==> config.mk <==
export PLATFORM = sky130hd
export DESIGN_NAME = alu_issue_ctrl
export DESIGN_NICKNAME = d
export VERILOG_FILES = /design/src/rtl/alu_issue_ctrl_pkg.sv /design/src/rtl/alu_issue_ctrl_decode.sv /design/src/rtl/alu_issue_ctrl.sv
export SDC_FILE = /design/constraint.sdc
export NUM_CORES = 1
export LEC_CHECK = 0
export CAP_MARGIN = 30
export CELL_PAD_IN_SITES_DETAIL_PLACEMENT = 2
export CELL_PAD_IN_SITES_GLOBAL_PLACEMENT = 2
export CORE_MARGIN = 2
export CORE_UTILIZATION = 22
export DETAILED_ROUTE_END_ITERATION = 8
export PLACE_DENSITY_LB_ADDON = 0.1
export REMOVE_ABC_BUFFERS = 1
export SYNTH_ARGS = -nofsm -noshare
export SYNTH_HDL_FRONTEND = slang
export SYNTH_SLANG_ARGS = --single-unit
==> constraint.sdc <==
create_clock -name clk -period 3.5 [get_ports clk]
set_clock_uncertainty 0.2 [all_clocks]
set_input_delay 0.7 -clock clk [delete_from_list [all_inputs] [get_ports clk]]
set_output_delay 0.7 -clock clk [all_outputs]
set_load 0.005 [all_outputs]
==> src/rtl/alu_issue_ctrl_pkg.sv <==
// Shared ALU definitions: op codes driven onto the ALU, instruction class codes,
// funct3 codes and the branch-kind tag carried down the issue pipeline.
package alu_defs;

    localparam int XLEN = 64;

    // ALU control word {ainvert, bnegate, op[1:0]}
    typedef enum logic [3:0] {
        ALU_AND = 4'b0000,
        ALU_OR  = 4'b0001,
        ALU_ADD = 4'b0010,
        ALU_SUB = 4'b0110,
        ALU_SLT = 4'b0111
    } alu_op_e;

    // Instruction class as presented on the issue port
    localparam logic [1:0] CLS_LDST   = 2'b00;
    localparam logic [1:0] CLS_BRANCH = 2'b01;
    localparam logic [1:0] CLS_RTYPE  = 2'b10;
    localparam logic [1:0] CLS_ITYPE  = 2'b11;

    // funct3 codes for arithmetic classes (R-type and I-type)
    localparam logic [2:0] F3_ADD_SUB = 3'b000;
    localparam logic [2:0] F3_SLT     = 3'b010;
    localparam logic [2:0] F3_OR      = 3'b110;
    localparam logic [2:0] F3_AND     = 3'b111;

    // funct3 codes for branches
    localparam logic [2:0] F3_BEQ = 3'b000;
    localparam logic [2:0] F3_BNE = 3'b001;
    localparam logic [2:0] F3_BLT = 3'b100;
    localparam logic [2:0] F3_BGE = 3'b101;

    // Which condition S2 evaluates when the ALU response comes back
    typedef enum logic [2:0] {
        BR_NONE = 3'd0,
        BR_EQ   = 3'd1,
        BR_NE   = 3'd2,
        BR_LT   = 3'd3,
        BR_GE   = 3'd4
    } br_kind_e;

endpackage

==> src/rtl/alu_issue_ctrl_decode.sv <==
// Combinational instruction decoder: turns class/funct3/funct7[5] into the ALU
// op, the B-operand source, the branch kind and an illegal flag.
module alu_op_decode
    import alu_defs::*;
(
    input  logic [1:0] i_class,
    input  logic [2:0] i_funct3,
    input  logic       i_funct7_5,
    output alu_op_e    o_op,
    output logic       o_use_imm,
    output br_kind_e   o_br_kind,
    output logic       o_illegal
);

    // Decode table; unknown funct3 values fall back to ADD with the illegal flag set
    always_comb begin
        o_op      = ALU_ADD;
        o_use_imm = 1'b0;
        o_br_kind = BR_NONE;
        o_illegal = 1'b0;
        case (i_class)
            CLS_LDST: begin
                o_use_imm = 1'b1;
            end
            CLS_BRANCH: begin
                case (i_funct3)
                    F3_BEQ: begin
                        o_op      = ALU_SUB;
                        o_br_kind = BR_EQ;
                    end
                    F3_BNE: begin
                        o_op      = ALU_SUB;
                        o_br_kind = BR_NE;
                    end
                    F3_BLT: begin
                        o_op      = ALU_SLT;
                        o_br_kind = BR_LT;
                    end
                    F3_BGE: begin
                        o_op      = ALU_SLT;
                        o_br_kind = BR_GE;
                    end
                    default: o_illegal = 1'b1;
                endcase
            end
            CLS_RTYPE, CLS_ITYPE: begin
                o_use_imm = (i_class == CLS_ITYPE);
                case (i_funct3)
                    F3_ADD_SUB: o_op = ((i_class == CLS_RTYPE) && i_funct7_5) ? ALU_SUB : ALU_ADD;
                    F3_AND:     o_op = ALU_AND;
                    F3_OR:      o_op = ALU_OR;
                    F3_SLT:     o_op = ALU_SLT;
                    default:    o_illegal = 1'b1;
                endcase
            end
        endcase
    end

endmodule

==> src/rtl/alu_issue_ctrl.sv <==
// Two-stage ALU issue controller. S1 registers the decoded operands and op and
// drives the external combinational ALU; S2 captures the ALU response together
// with the branch outcome and holds it until the consumer takes it.
module alu_issue_ctrl
    import alu_defs::*;
(
    input  logic            clk,
    input  logic            reset,
    input  logic            flush,
    input  logic            in_valid,
    output logic            in_ready,
    input  logic [1:0]      in_class,
    input  logic [2:0]      in_funct3,
    input  logic            in_funct7_5,
    input  logic [XLEN-1:0] in_rs1,
    input  logic [XLEN-1:0] in_rs2,
    input  logic [XLEN-1:0] in_imm,
    output logic [XLEN-1:0] alu_a,
    output logic [XLEN-1:0] alu_b,
    output logic [3:0]      alu_op,
    input  logic [XLEN-1:0] alu_result,
    input  logic            alu_zero,
    input  logic            alu_overflow,
    output logic            out_valid,
    input  logic            out_ready,
    output logic [XLEN-1:0] out_result,
    output logic            out_taken,
    output logic            out_overflow,
    output logic            out_illegal
);

    alu_op_e         w_dec_op;
    logic            w_dec_use_imm;
    br_kind_e        w_dec_kind;
    logic            w_dec_illegal;

    logic            w_s2_free;
    logic            w_accept;
    logic            w_taken;

    logic            r_s1_valid;
    logic [XLEN-1:0] r_alu_a;
    logic [XLEN-1:0] r_alu_b;
    alu_op_e         r_alu_op;
    br_kind_e        r_s1_kind;
    logic            r_s1_illegal;

    logic            r_out_valid;
    logic [XLEN-1:0] r_out_result;
    logic            r_out_taken;
    logic            r_out_overflow;
    logic            r_out_illegal;

    alu_op_decode u_decode (
        .i_class    (in_class),
        .i_funct3   (in_funct3),
        .i_funct7_5 (in_funct7_5),
        .o_op       (w_dec_op),
        .o_use_imm  (w_dec_use_imm),
        .o_br_kind  (w_dec_kind),
        .o_illegal  (w_dec_illegal)
    );

    // S2 can take new data when it is empty or being drained this cycle;
    // in_ready is held low while reset or flush is active so nothing sneaks in
    assign w_s2_free = !r_out_valid || out_ready;
    assign in_ready  = !reset && !flush && (!r_s1_valid || w_s2_free);
    assign w_accept  = in_valid && in_ready;

    // Resolve the branch condition from the ALU response of the op sitting in S1
    always_comb begin
        w_taken = 1'b0;
        case (r_s1_kind)
            BR_EQ:   w_taken = alu_zero;
            BR_NE:   w_taken = !alu_zero;
            BR_LT:   w_taken = alu_result[0];
            BR_GE:   w_taken = !alu_result[0];
            default: w_taken = 1'b0;
        endcase
    end

    // S1: capture a newly accepted request, or empty out once it moves to S2
    always_ff @(posedge clk) begin
        if (reset) begin
            r_s1_valid   <= 1'b0;
            r_alu_a      <= '0;
            r_alu_b      <= '0;
            r_alu_op     <= ALU_ADD;
            r_s1_kind    <= BR_NONE;
            r_s1_illegal <= 1'b0;
        end else if (flush) begin
            r_s1_valid <= 1'b0;
        end else if (w_accept) begin
            r_s1_valid   <= 1'b1;
            r_alu_a      <= in_rs1;
            r_alu_b      <= w_dec_use_imm ? in_imm : in_rs2;
            r_alu_op     <= w_dec_op;
            r_s1_kind    <= w_dec_kind;
            r_s1_illegal <= w_dec_illegal;
        end else if (w_s2_free) begin
            r_s1_valid <= 1'b0;
        end
    end

    // S2: latch the ALU response when S1 advances; contents are frozen under backpressure
    always_ff @(posedge clk) begin
        if (reset) begin
            r_out_valid    <= 1'b0;
            r_out_result   <= '0;
            r_out_taken    <= 1'b0;
            r_out_overflow <= 1'b0;
            r_out_illegal  <= 1'b0;
        end else if (flush) begin
            r_out_valid <= 1'b0;
        end else if (w_s2_free) begin
            r_out_valid <= r_s1_valid;
            if (r_s1_valid) begin
                r_out_result   <= r_s1_illegal ? '0 : alu_result;
                r_out_taken    <= w_taken;
                r_out_overflow <= alu_overflow;
                r_out_illegal  <= r_s1_illegal;
            end
        end
    end

    assign alu_a        = r_alu_a;
    assign alu_b        = r_alu_b;
    assign alu_op       = r_alu_op;
    assign out_valid    = r_out_valid;
    assign out_result   = r_out_result;
    assign out_taken    = r_out_taken;
    assign out_overflow = r_out_overflow;
    assign out_illegal  = r_out_illegal;

endmodule

==> flow_summary.ini <==
[floorplan]
initial_utilization = 0.2218
core_sq_mm = 0.03635
die_y_um = 195.4
fp.dieW_um = 195.4
die-area_sq_mm = 0.03819
ioPinCount = 470
num_rows = 70

[cells_and_area]
seq_area_sq_mm = 0.004084
drive_gt1_frac = 0.04783
finalNetCount = 1632
area_delta_synth_final_pct = 75.69
stdcell_area_sq_mm = 0.01416
multi_input_area_sq_mm = 0.003622
layout_common_cells = clkdlybuf4s50_1, dfxtp_1, nand2_1
final_common_cell = clkdlybuf4s50_1
fillCellCount = 4029
final_cell_count_no_fill = 1852

[sta]
rsz0062_at_grt = false
worst_pin_slew_ns = 0.8060
drv_slew = 0
max_freq_mhz = 330.6
hold_ws_ns = 0.2531
setup_violations = 0
slew_headroom = 0.4627
setup_ws_ns = 0.4752
period_needed_ns = 3.025
fin_crit_sh = 0.8642
hold_viol = 0

[clocking]
cts_resized = 0
clock_sinks = 204
cts_buffers = 27
clkLatencyLatePin_ns = 0.53
cts_tree = yes
cts.path.max_buffers = 3
htree_levels = 1
postCtsSetupBuffers = 0
holdBufCountCts = 0
path_clk_slew_ns = 0.06
cts_root_buf = clkbuf_16

[global_routing]
antenna_found_initial = 9
grt_max_degree = 159
grt_pass1_wl_um = 55060
gr-total-overflow = 0
track_usage = 0.1868
grt_pass1_vias = 9062

[drt]
post-route-drc-count = 0
routedWlPerCell_um = 19.85
via_per_inst = 4.516
drtIter0Drc = 172
dr_total_vias = 8363
drt_wl_total_um = 36770
firstDrtPassIters = 4
drtAntennaViolNets = 0

[worst_hold_path]
min_delay_worst_endpoint = out_result[21]$_SDFFE_PP0P_
min_path_type = reg2reg
hp-start = out_result[21]$_SDFFE_PP0P_
min_path_cells = 2

[worst_setup_path]
slowest_delay_ns = 0.53
r2r-start = out_valid$_SDFFE_PP0P_
cp_common_cell = clkdlybuf4s50_1
crit_buf_inv = 2
reg2reg_depth = 4
r2r-end = out_result[0]$_SDFFE_PP0P_
worstSetupStartpointType = primary input
cp-end-kind = output port
worstPathMaxFanout = 4
critical-path-top-delay-family = buffers and inverters
cp_cell_sequence = clkdlybuf4s50_1 > nor2b_4 > and2_1 > nor3_1 > clkdlybuf4s50_1
cp.arrival_ns = 2.12
critical_path_class = in2out
rrSetupSlack_ns = 1.44
slowest_stage = clkdlybuf4s50_1
cp_data_required_time_ns = 2.60

[synthesis]
synth_ff_type = dfxtp_1
async_flop_share = 0
syn_area_sq_mm = 0.008060
synth_cell_types = 36
yosys_register_bits = 204
yosysWarnings = 0
avgSynthCellArea_sq_um = 8.704
ys_seq_area_frac = 0.5067
syn_inst = 926
synth_edf_count = 0

[power_and_ir_drop]
p_leak_nw = 4.954
ir_drop_mv = 0.3098
total_power_w = 0.006041
power_density_mw_per_mm2 = 426.6

[outcome]
status = finished, final reports clean

[placement]
portBuffers = 468
placed_area_sq_mm = 0.01326
gp_congestion = 0.7221
dp_cells = 1797
place_ws_ns = 0.4677
dp_hpwl_um = 26940

[run]
cap_violations = 0
==> synthesized netlist by cell type (2+ instances only) <==
cell type  count  area (sq um)
nand3b_1      65         488.0
a21oi_1      135         675.7
buf_2         36         180.2
nand2b_1       3         18.77
a31oi_1        2         12.51
a211oi_1      65         488.0
buf_4          4         30.03
mux2i_1       65         650.6
dfxtp_1      204          4084
nand3_1        4         20.02
a31o_2         2         17.52
nand2_1      200         750.7
inv_1          4         15.01
o21a_1         2         15.01
clkbuf_1      37         138.9
nor3_1         4         20.02
ha_1           4         50.05
buf_1          5         18.77
nor2_1        68         255.2
==> how the worst max path moves through the flow <==
stage               from  slack (ns)  cells past startpoint                      to
2_1_floorplan      flush       -1.56                      4  alu_op[1]$_SDFFE_PP1P_
3_3_place_gp   out_ready        0.50                      5                in_ready
3_5_place_dp   out_ready        0.47                      5                in_ready
4_1_cts        out_ready        0.46                      5                in_ready
5_1_grt        out_ready        0.39                      5                in_ready
6_report       out_ready        0.48                      5                in_ready
==> worst register-to-register path, delay by kind of cell (launching register included) <==
kind / cells / cell delay [ns]
simple gates: 3 / 1.34
flops: 1 / 0.32
compound gates: 1 / 0.14
==> registers in the layout, summed over array words and instances (netlist names) <==
name and cells:
alu_a 64, alu_b 64, out_result 64, alu_op 3, r_s1_kind 3, out_illegal 1
out_overflow 1, out_taken 1, out_valid 1, r_s1_illegal 1, r_s1_valid 1
==> report_power, final <==
group | internal [W] | switching [W] | total [W]
clock network | 0.00165 | 0.00106 | 0.00270
logic | 0.000548 | 0.000342 | 0.000890
registers | 0.00241 | 0.0000427 | 0.00245
total | 0.00460 | 0.00144 | 0.00604
==> cells by family after synthesis <==
logic type / synth area share
other cells: 0.0004652
simple gates: 0.2027
xor+xnor: 0.001087
buf+inv: 0.04750
fa+ha+maj: 0.006209
flops: 0.5067
mux: 0.08072
compound gates: 0.1546
==> cell type report <==
| type | count | share of cell area |
|---|---|---|
| clock inverters | 4 | 0.003446 |
| inverters | 4 | 0.001060 |
| multi-input cells | 636 | 0.2558 |
| flip-flops and latches | 204 | 0.2884 |
| clock buffers | 46 | 0.05770 |
| well taps | 468 | 0.04135 |
| repair buffers | 486 | 0.3516 |
| diodes | 4 | 0.0007068 |
==> routing by layer <==
| metal | vias up | track usage | share of wire |
|---|---|---|---|
| met5 | - | 0 | 0.0011 |
| met4 | 6 | 0.04552 | 0.021 |
| met3 | 43 | 0.08187 | 0.10 |
| met2 | 304 | 0.3253 | 0.48 |
| met1 | 3970 | 0.2088 | 0.40 |
| li1 | 4040 | - | - |
==> per-stage QoR <==
step                TNS [ns]  utilization
CTS                        0       0.3886
finish                     0       0.3896
detailed placement         0       0.3648
global route               0       0.3895
global placement           0       0.3648
floorplan            -176.69            -
Note: power is estimated with default switching activity, not from simulation.
